--- src/rtl/uart_pkg.sv ---
// Shared constants and state encoding for the team UART link.
// Frame on the wire: start(0), 8 data bits LSB first, even parity, stop(1).
package uart_pkg;

  localparam int DATA_BITS  = 8;
  localparam int FRAME_BITS = 11;

  localparam logic START_BIT = 1'b0;
  localparam logic STOP_BIT  = 1'b1;

  typedef enum logic [2:0] {
    IDLE,
    START,
    DATA,
    PARITY,
    STOP,
    WAIT_IDLE
  } rx_state_t;

endpackage

--- src/rtl/uart_sync.sv ---
// Two-flop synchroniser for the asynchronous RxD pin.
// Both flops reset to 1 so that reset looks like an idle line, not a start bit.
module uart_sync (
  input  logic clk,
  input  logic reset,
  input  logic d,
  output logic q
);

  logic meta;

  always_ff @(posedge clk or posedge reset) begin
    if (reset) begin
      meta <= 1'b1;
      q    <= 1'b1;
    end else begin
      meta <= d;
      q    <= meta;
    end
  end

endmodule

--- src/rtl/uart_rx.sv ---
// UART receiver: synchronises RxD, validates the start bit, samples each bit at
// mid-bit and reports the byte with a one-cycle valid plus parity/framing flags.
module uart_rx
  import uart_pkg::*;
#(
  parameter int CLKS_PER_BIT = 1
) (
  input  logic       clk,
  input  logic       reset,
  input  logic       RxD,
  output logic [7:0] RxData,
  output logic       valid,
  output logic       parity_err,
  output logic       frame_err,
  output logic       busy
);

  localparam int MID   = (CLKS_PER_BIT - 1) / 2;
  localparam int CNT_W = $clog2(CLKS_PER_BIT + 1);
  localparam int BIT_W = $clog2(DATA_BITS);

  localparam logic [CNT_W-1:0] MID_CNT  = CNT_W'(MID);
  localparam logic [CNT_W-1:0] LAST_CNT = CNT_W'(CLKS_PER_BIT - 1);
  localparam logic [CNT_W-1:0] CNT_ONE  = CNT_W'(1);
  localparam logic [BIT_W-1:0] LAST_BIT = BIT_W'(DATA_BITS - 1);

  logic                 rxs;
  rx_state_t            state, state_n;
  logic [CNT_W-1:0]     cnt, cnt_n;
  logic [BIT_W-1:0]     bit_cnt, bit_cnt_n;
  logic [DATA_BITS-1:0] shreg, shreg_n;
  logic                 par, par_n;
  logic                 bit_tick;
  logic                 done;

  uart_sync u_sync (
    .clk  (clk),
    .reset(reset),
    .d    (RxD),
    .q    (rxs)
  );

  // Once past the start bit, cnt runs 0..CLKS_PER_BIT-1 so every sample lands one bit apart.
  assign bit_tick = (cnt == LAST_CNT);
  assign busy     = (state != IDLE);

  always_comb begin
    state_n   = state;
    cnt_n     = cnt;
    bit_cnt_n = bit_cnt;
    shreg_n   = shreg;
    par_n     = par;
    done      = 1'b0;

    case (state)
      IDLE: begin
        if (rxs == START_BIT) begin
          bit_cnt_n = '0;
          // With MID=0 the first low clock is already the start-bit sample.
          if (MID == 0) begin
            state_n = DATA;
            cnt_n   = '0;
          end else begin
            state_n = START;
            cnt_n   = CNT_ONE;
          end
        end
      end

      START: begin
        if (cnt == MID_CNT) begin
          cnt_n   = '0;
          state_n = (rxs == START_BIT) ? DATA : IDLE;
        end else begin
          cnt_n = cnt + CNT_ONE;
        end
      end

      DATA: begin
        if (bit_tick) begin
          cnt_n     = '0;
          shreg_n   = {rxs, shreg[DATA_BITS-1:1]};
          bit_cnt_n = bit_cnt + BIT_W'(1);
          if (bit_cnt == LAST_BIT) state_n = PARITY;
        end else begin
          cnt_n = cnt + CNT_ONE;
        end
      end

      PARITY: begin
        if (bit_tick) begin
          cnt_n   = '0;
          par_n   = rxs;
          state_n = STOP;
        end else begin
          cnt_n = cnt + CNT_ONE;
        end
      end

      STOP: begin
        if (bit_tick) begin
          cnt_n   = '0;
          done    = 1'b1;
          state_n = (rxs == STOP_BIT) ? IDLE : WAIT_IDLE;
        end else begin
          cnt_n = cnt + CNT_ONE;
        end
      end

      WAIT_IDLE: begin
        if (rxs == STOP_BIT) state_n = IDLE;
      end

      default: begin
        state_n = IDLE;
        cnt_n   = '0;
      end
    endcase
  end

  // Result registers only move on the stop sample, so the flags persist until the next frame.
  always_ff @(posedge clk or posedge reset) begin
    if (reset) begin
      state      <= IDLE;
      cnt        <= '0;
      bit_cnt    <= '0;
      shreg      <= '0;
      par        <= 1'b0;
      RxData     <= 8'h00;
      valid      <= 1'b0;
      parity_err <= 1'b0;
      frame_err  <= 1'b0;
    end else begin
      state   <= state_n;
      cnt     <= cnt_n;
      bit_cnt <= bit_cnt_n;
      shreg   <= shreg_n;
      par     <= par_n;
      valid   <= done;
      if (done) begin
        RxData     <= shreg;
        parity_err <= par ^ (^shreg);
        frame_err  <= (rxs != STOP_BIT);
      end
    end
  end

endmodule

--- config.mk ---
export PLATFORM = sky130hd
export DESIGN_NAME = uart_rx
export DESIGN_NICKNAME = d
export VERILOG_FILES = /design/src/rtl/uart_pkg.sv /design/src/rtl/uart_sync.sv /design/src/rtl/uart_rx.sv
export SDC_FILE = /design/constraint.sdc
export NUM_CORES = 1
export LEC_CHECK = 0
export ABC_AREA = 1
export BUFFER_PORTS_ARGS = -buffer_cell sky130_fd_sc_hd__buf_4
export CORE_ASPECT_RATIO = 2
export CORE_UTILIZATION = 28
export CTS_CLUSTER_DIAMETER = 80
export CTS_CLUSTER_SIZE = 12
export DETAILED_ROUTE_END_ITERATION = 7
export GPL_ROUTABILITY_DRIVEN = 0
export PLACE_DENSITY = 0.49
export SETUP_SLACK_MARGIN = 0.4
export SYNTH_ARGS = -nofsm -noshare
export SYNTH_HDL_FRONTEND = slang
export SYNTH_HIERARCHICAL = 1
export SYNTH_SLANG_ARGS = --single-unit
--- constraint.sdc ---
create_clock -name clk -period 1.6 [get_ports clk]
set_input_delay 0.32 -clock clk [delete_from_list [all_inputs] [get_ports clk]]
set_output_delay 0.32 -clock clk [all_outputs]
set_load 0.05 [all_outputs]
; ---- Word level (Yosys, flattened, before mapping)
; Index checks and enable logic that the tools add are counted.
[totals]
register_bits = 29
output_inout_bits = 12
inputBits = 3
wordCells = 58
[classes]
n_reduce_logical = 10
mux = 18
bitwise_logic = 4
eq_ne = 13
addsub = 2
[op_table]
columns = operator, count
row1 = $mux W3, 10
row2 = $pmux W3 S6, 1
row3 = $ne A2 B2 Y1 const B, 6
row4 = $eq A3 B3 Y1 const B, 3
row5 = $reduce_xor A8 Y1, 1
row6 = $reduce_and A7 Y1, 1
row7 = $eq A3 B2 Y1 const B, 2
row8 = $pmux W3 S2, 1
row9 = $reduce_and A2 Y1, 3
row10 = $mux W1, 4
row11 = $reduce_or A4 Y1, 1
row12 = $add A3 B1 Y3 const B, 1
row13 = $eq A3 B1 Y1 const B, 1
row14 = $logic_not A3 Y1, 1
row15 = $not A1 Y1, 3
row16 = $pmux W1 S3, 1
row17 = $reduce_and A3 Y1, 1
row18 = $reduce_bool A3 Y1, 1
row19 = $mux W2, 1
row20 = $ne A2 B1 Y1 const B, 1
row21 = $reduce_bool A2 Y1, 1
row22 = $add A1 B1 Y1 const B, 1
row23 = $xor A1 B1 Y1, 1

; ---- Logic depth before layout (Yosys ltp)
[depth]
ltp_word = 4
depth_mapped = 9
depth_no_buf = 9

; ---- Modules after synthesis
; The synthesis kept the hierarchy.
[by_module_without_submodules]
columns = module, seq_area_each_um2, cells_per_inst, area_per_inst_um2, n_inst
row1 = uart_rx, 650.6, 137, 1283.7, 1
row2 = uart_sync, 52.6, 3, 56.3, 1

; ---- Worst setup path after synthesis
; No wires, ideal clock.
[synth_timing]
kind = register -> register
start = reg state[1]
end = reg state[1]
required_time_ns = 1.472
setup_slack_ns = 0.338
arrival_time_ns = 1.134
path_buffers = 0
stages_incl_launch_ff = 5
cell_sequence = dfrtp_1 nor2_2 nand2_2 o22ai_2 o22ai_2
[synth_via]
elab_chain_len = 3
word_cells_on_any_way = 15
[synth_lines]
columns = element, line_no
row1 = from (decl), uart_rx.sv:28  ; rx_state_t state, state_n;
row2 = from (signal assigned), uart_rx.sv:134  ; state <= state_n;
row3 = "$eq A3 B3 Y1, or another cell as far along", uart_rx.sv:55  ; case (state)
row4 = $ne A2 B1 Y1 (no source line) or $ne A2 B2 Y1 (tied branches), -
row5 = $reduce_and A7 Y1 (no source line), -
; Several ways; a longest one is shown, not always the timed one.
; A chain may end at the register's enable or synchronous reset.

; ---- Worst setup path after layout
[layout_timing]
start = reg state[0]
end = out busy
[layout_via]
elab_chain_len = 1
[layout_lines]
columns = element, line_no
row1 = $reduce_bool A3 Y1, uart_rx.sv:45  ; assign busy = (state != IDLE);
row2 = to (decl), uart_rx.sv:15  ; output logic busy
; Every way passes these cells.

==> results by group <==
Pwr
  – Combinational Power Share: 0.628
  – P_sw: 2.02 mW
  – Reg power frac: 0.275
  – P_leak: 0.924 nW
  – Internal power: 2.53 mW
  – Sw frac: 0.444
  – Worst vdd ir: 1.13 mV
  – Clock network fraction of total power: 0.097
  – Power per cell area: 2480 nW/um^2

Floorplanning
  – Die width: 50.9 um
  – Die height: 99.8 um
  – Core area: 4600 um^2
  – Initial Util: 0.291
  – Die footprint: 5080 um^2
  – # rows: 35
  – IO Count: 15

Layout
  – NumNets Final: 177
  – Synthesis-to-layout area growth: 36.7%
  – ANT cells: 0
  – Non-Filler Instances: 226
  – Storage cell area: 707 um^2
  – Fill cell total of the finished layout: 463
  – Share of layout cells above drive strength 1: 0.497
  – Multi-input logic area: 571 um^2

Clocking
  – Clock transition at path regs: 0.09 ns
  – H-tree levels: 1
  – TritonCTS Buffers: 3
  – Root Buffer: clkbuf_8
  – CTS Buffer Depth: 2
  – Skew-Pair Late Insertion Delay: 0.27 ns
  – CTS tree: yes
  – CTS sink cnt: 28

Yosys
  – Yosys warns: 6
  – Compound-Gate Fraction of Synth Area: 0.154
  – Cells after Synth: 140
  – Unique masters post-synth: 23
  – Syn avg cell area: 9.57 um^2
  – Simple-gate share of the synthesized area: 0.196
  – Main combinational cell family by area after synthesis: simple AND/OR/NAND/NOR gates
  – Post-synthesis xor/xnor area fraction: 0.00654
  – Mux share of post-synthesis cell area: 0.00747
  – Post-synthesis sequential area ratio: 0.525
  – Synthesized area: 1340 um^2
  – Adder-cell share of the synthesized area: 0.0187
  – Yosys reg bits: 28
  – Net Count, Synth: 145

Timing
  – Fmax: 0.702 GHz
  – Setup violations, final: 0
  – Final Max Slew Viols: 0
  – RSZ-0062 raised after global routing: yes
  – Min Hold Slack: 0.0692 ns
  – Setup tns final: 0 ns
  – Fin crit period: 1.42 ns
  – Worst clock skew: 0.00403 ns
  – Fin crit share: 0.890
  – Worst-Margin Slew: 0.348 ns
  – Final Hold Viols: 0
  – Max-slew headroom: 0.768

Placed design
  – Buffers added on ports: 14
  – Post-detail-place hpwl: 1800 um
  – Placed cells: 208

Critical path
  – Crit path DAT: 1.10 ns
  – Setup Crit Path Kind: reg -> out
  – Critical Path Sink Type: output port
  – Required @ worst endpoint: 1.28 ns
  – Crit start category: flip-flop
  – Worst Path Max Fanout: 3

Global routing
  – Tot GR Track Use: 0.114
  – Pin count of the biggest net entering global routing: 27
  – Vias in the first global route: 958
  – First-pass GRT wire length: 4400 um
  – Remaining global-route overflow: 0
  – Initial antenna violation count: 0

Detailed routing
  – Avg Vias per Cell: 4.38
  – DR vias: 990
  – Final ANT Viol Nets: 0
  – Post-Route WL: 2670 um
  – DRT Pass-1 Iters: 4
  – Routed wire per std cell: 11.8 um
  – Drt drc: 0
  – Initial DRC count: 12

Run
  – Max_cap viols: 0

Outcome
  – Outcome: finished clean

Min path
  – Worst hold path type: in -> async
registers in the layout, summed over array words and instances (netlist names):
name / cells
parity_err: 1
u_sync/meta: 1
frame_err: 1
u_sync/q: 1
valid: 1
par: 1
bit_cnt: 3
RxData: 8
state: 3
shreg: 8
per-stage QoR:
step | util | setup WS (ns) | total power [mW] | cell area (um^2)
final | 0.398 | 0.176 | 4.54 | 1830
after global placement | 0.326 | 0.380 | 3.20 | 1500
after detailed placement | 0.326 | 0.325 | 3.25 | 1500
after floorplan | - | 0.407 | 2.83 | 1350
after CTS | 0.372 | 0.162 | 4.30 | 1710
after global routing | 0.398 | 0.130 | 4.88 | 1830
cell usage after synthesis:
cell / instances / share of area
nand4_1: 1 / 0.0047
nor2_1: 4 / 0.011
ha_1: 2 / 0.019
nand2_4: 2 / 0.017
nand3_1: 6 / 0.022
nor2_2: 2 / 0.0093
o22ai_2: 2 / 0.019
dfrtp_1: 26 / 0.49
nand3_2: 1 / 0.0075
o21ai_1: 2 / 0.0075
inv_1: 16 / 0.045
o21ai_2: 17 / 0.11
inv_4: 1 / 0.0047
nand2_2: 2 / 0.0093
clkinv_4: 1 / 0.0065
a31oi_2: 1 / 0.0093
dfstp_2: 2 / 0.039
nand2_1: 41 / 0.11
mux2i_1: 1 / 0.0075
inv_2: 4 / 0.011
o21ai_0: 2 / 0.0075
buf_6: 3 / 0.025
xor2_1: 1 / 0.0065
layout make-up:
type,count,share of cell area
well taps,55,0.0376
flip-flops and latches,28,0.386
repair buffers,30,0.186
inverters,22,0.0492
multi-input cells,87,0.311
clock buffers,4,0.0301
cells by family after synthesis:
kind of cell / count (synthesis)
XOR/XNOR: 1
AO/OA/AOI/OAI: 24
AND/OR/NAND/NOR: 59
buffers and inverters: 25
flip-flops: 28
multiplexers: 1
adder cells (fa/ha/maj): 2
power groups by stage:
stage	clock network, mW	registers, mW	logic, mW
6_report	0.441	1.25	2.85
2_1_floorplan	0	1.60	1.23
3_5_place_dp	0	1.23	2.02
5_1_grt	0.485	1.28	3.11
4_1_cts	0.465	1.21	2.63
3_3_place_gp	0	1.22	1.98
what timing repair did:
| action | 4_1_cts | 5_1_grt |
|---|---|---|
| cloned | 2 | 0 |
| pin swaps | 4 | 3 |
| hold buffers | 0 | 0 |
| gates resized for setup | 11 | 23 |
| buffers inserted | 6 | 6 |
| endpoints found under the setup margin | 17 | 23 |
path summary, 6_finish.rpt:
path                        startpoint  slack (ns)  cells after the start           to
setup / recovery              state[0]        0.18                      3         busy
hold / removal                   reset        0.07                      2     u_sync/q
setup reg to reg              state[0]        0.33                      6     state[1]
hold reg to reg            u_sync/meta        0.37                      0     u_sync/q
max in group asynchronous        reset        1.22                      3     state[1]
min in group clk                   RxD        0.15                      1  u_sync/meta
worst max-delay path: stages, from the launching register on:
cell and delay (ns):
dfrtp_2 0.43, nor2_4 0.17, nand2_4 0.08, buf_6 0.16
routing by layer:
| metal | up-vias | track usage | wire [um] |
|---|---|---|---|
| met3 | 2 | 0.0136 | 32 |
| li1 | 504 | - | - |
| met1 | 477 | 0.130 | 1040 |
| met2 | 7 | 0.213 | 1570 |
| met4 | 0 | 0.0321 | 28 |
| met5 | - | 0 | 0 |
cells in the final DEF, fill, tap and decap left out, types with 4 or more instances in the layout:
master    instances
nand2_1          36
dfrtp_1          23
o21ai_2          17
buf_4            15
inv_1            13
buf_6            10
inv_2             7
nand2_2           5
nand2_4           4
nand3_2           4
nor2_1            4
clkbuf_8          4
Note: power is estimated with default switching activity, not from simulation.
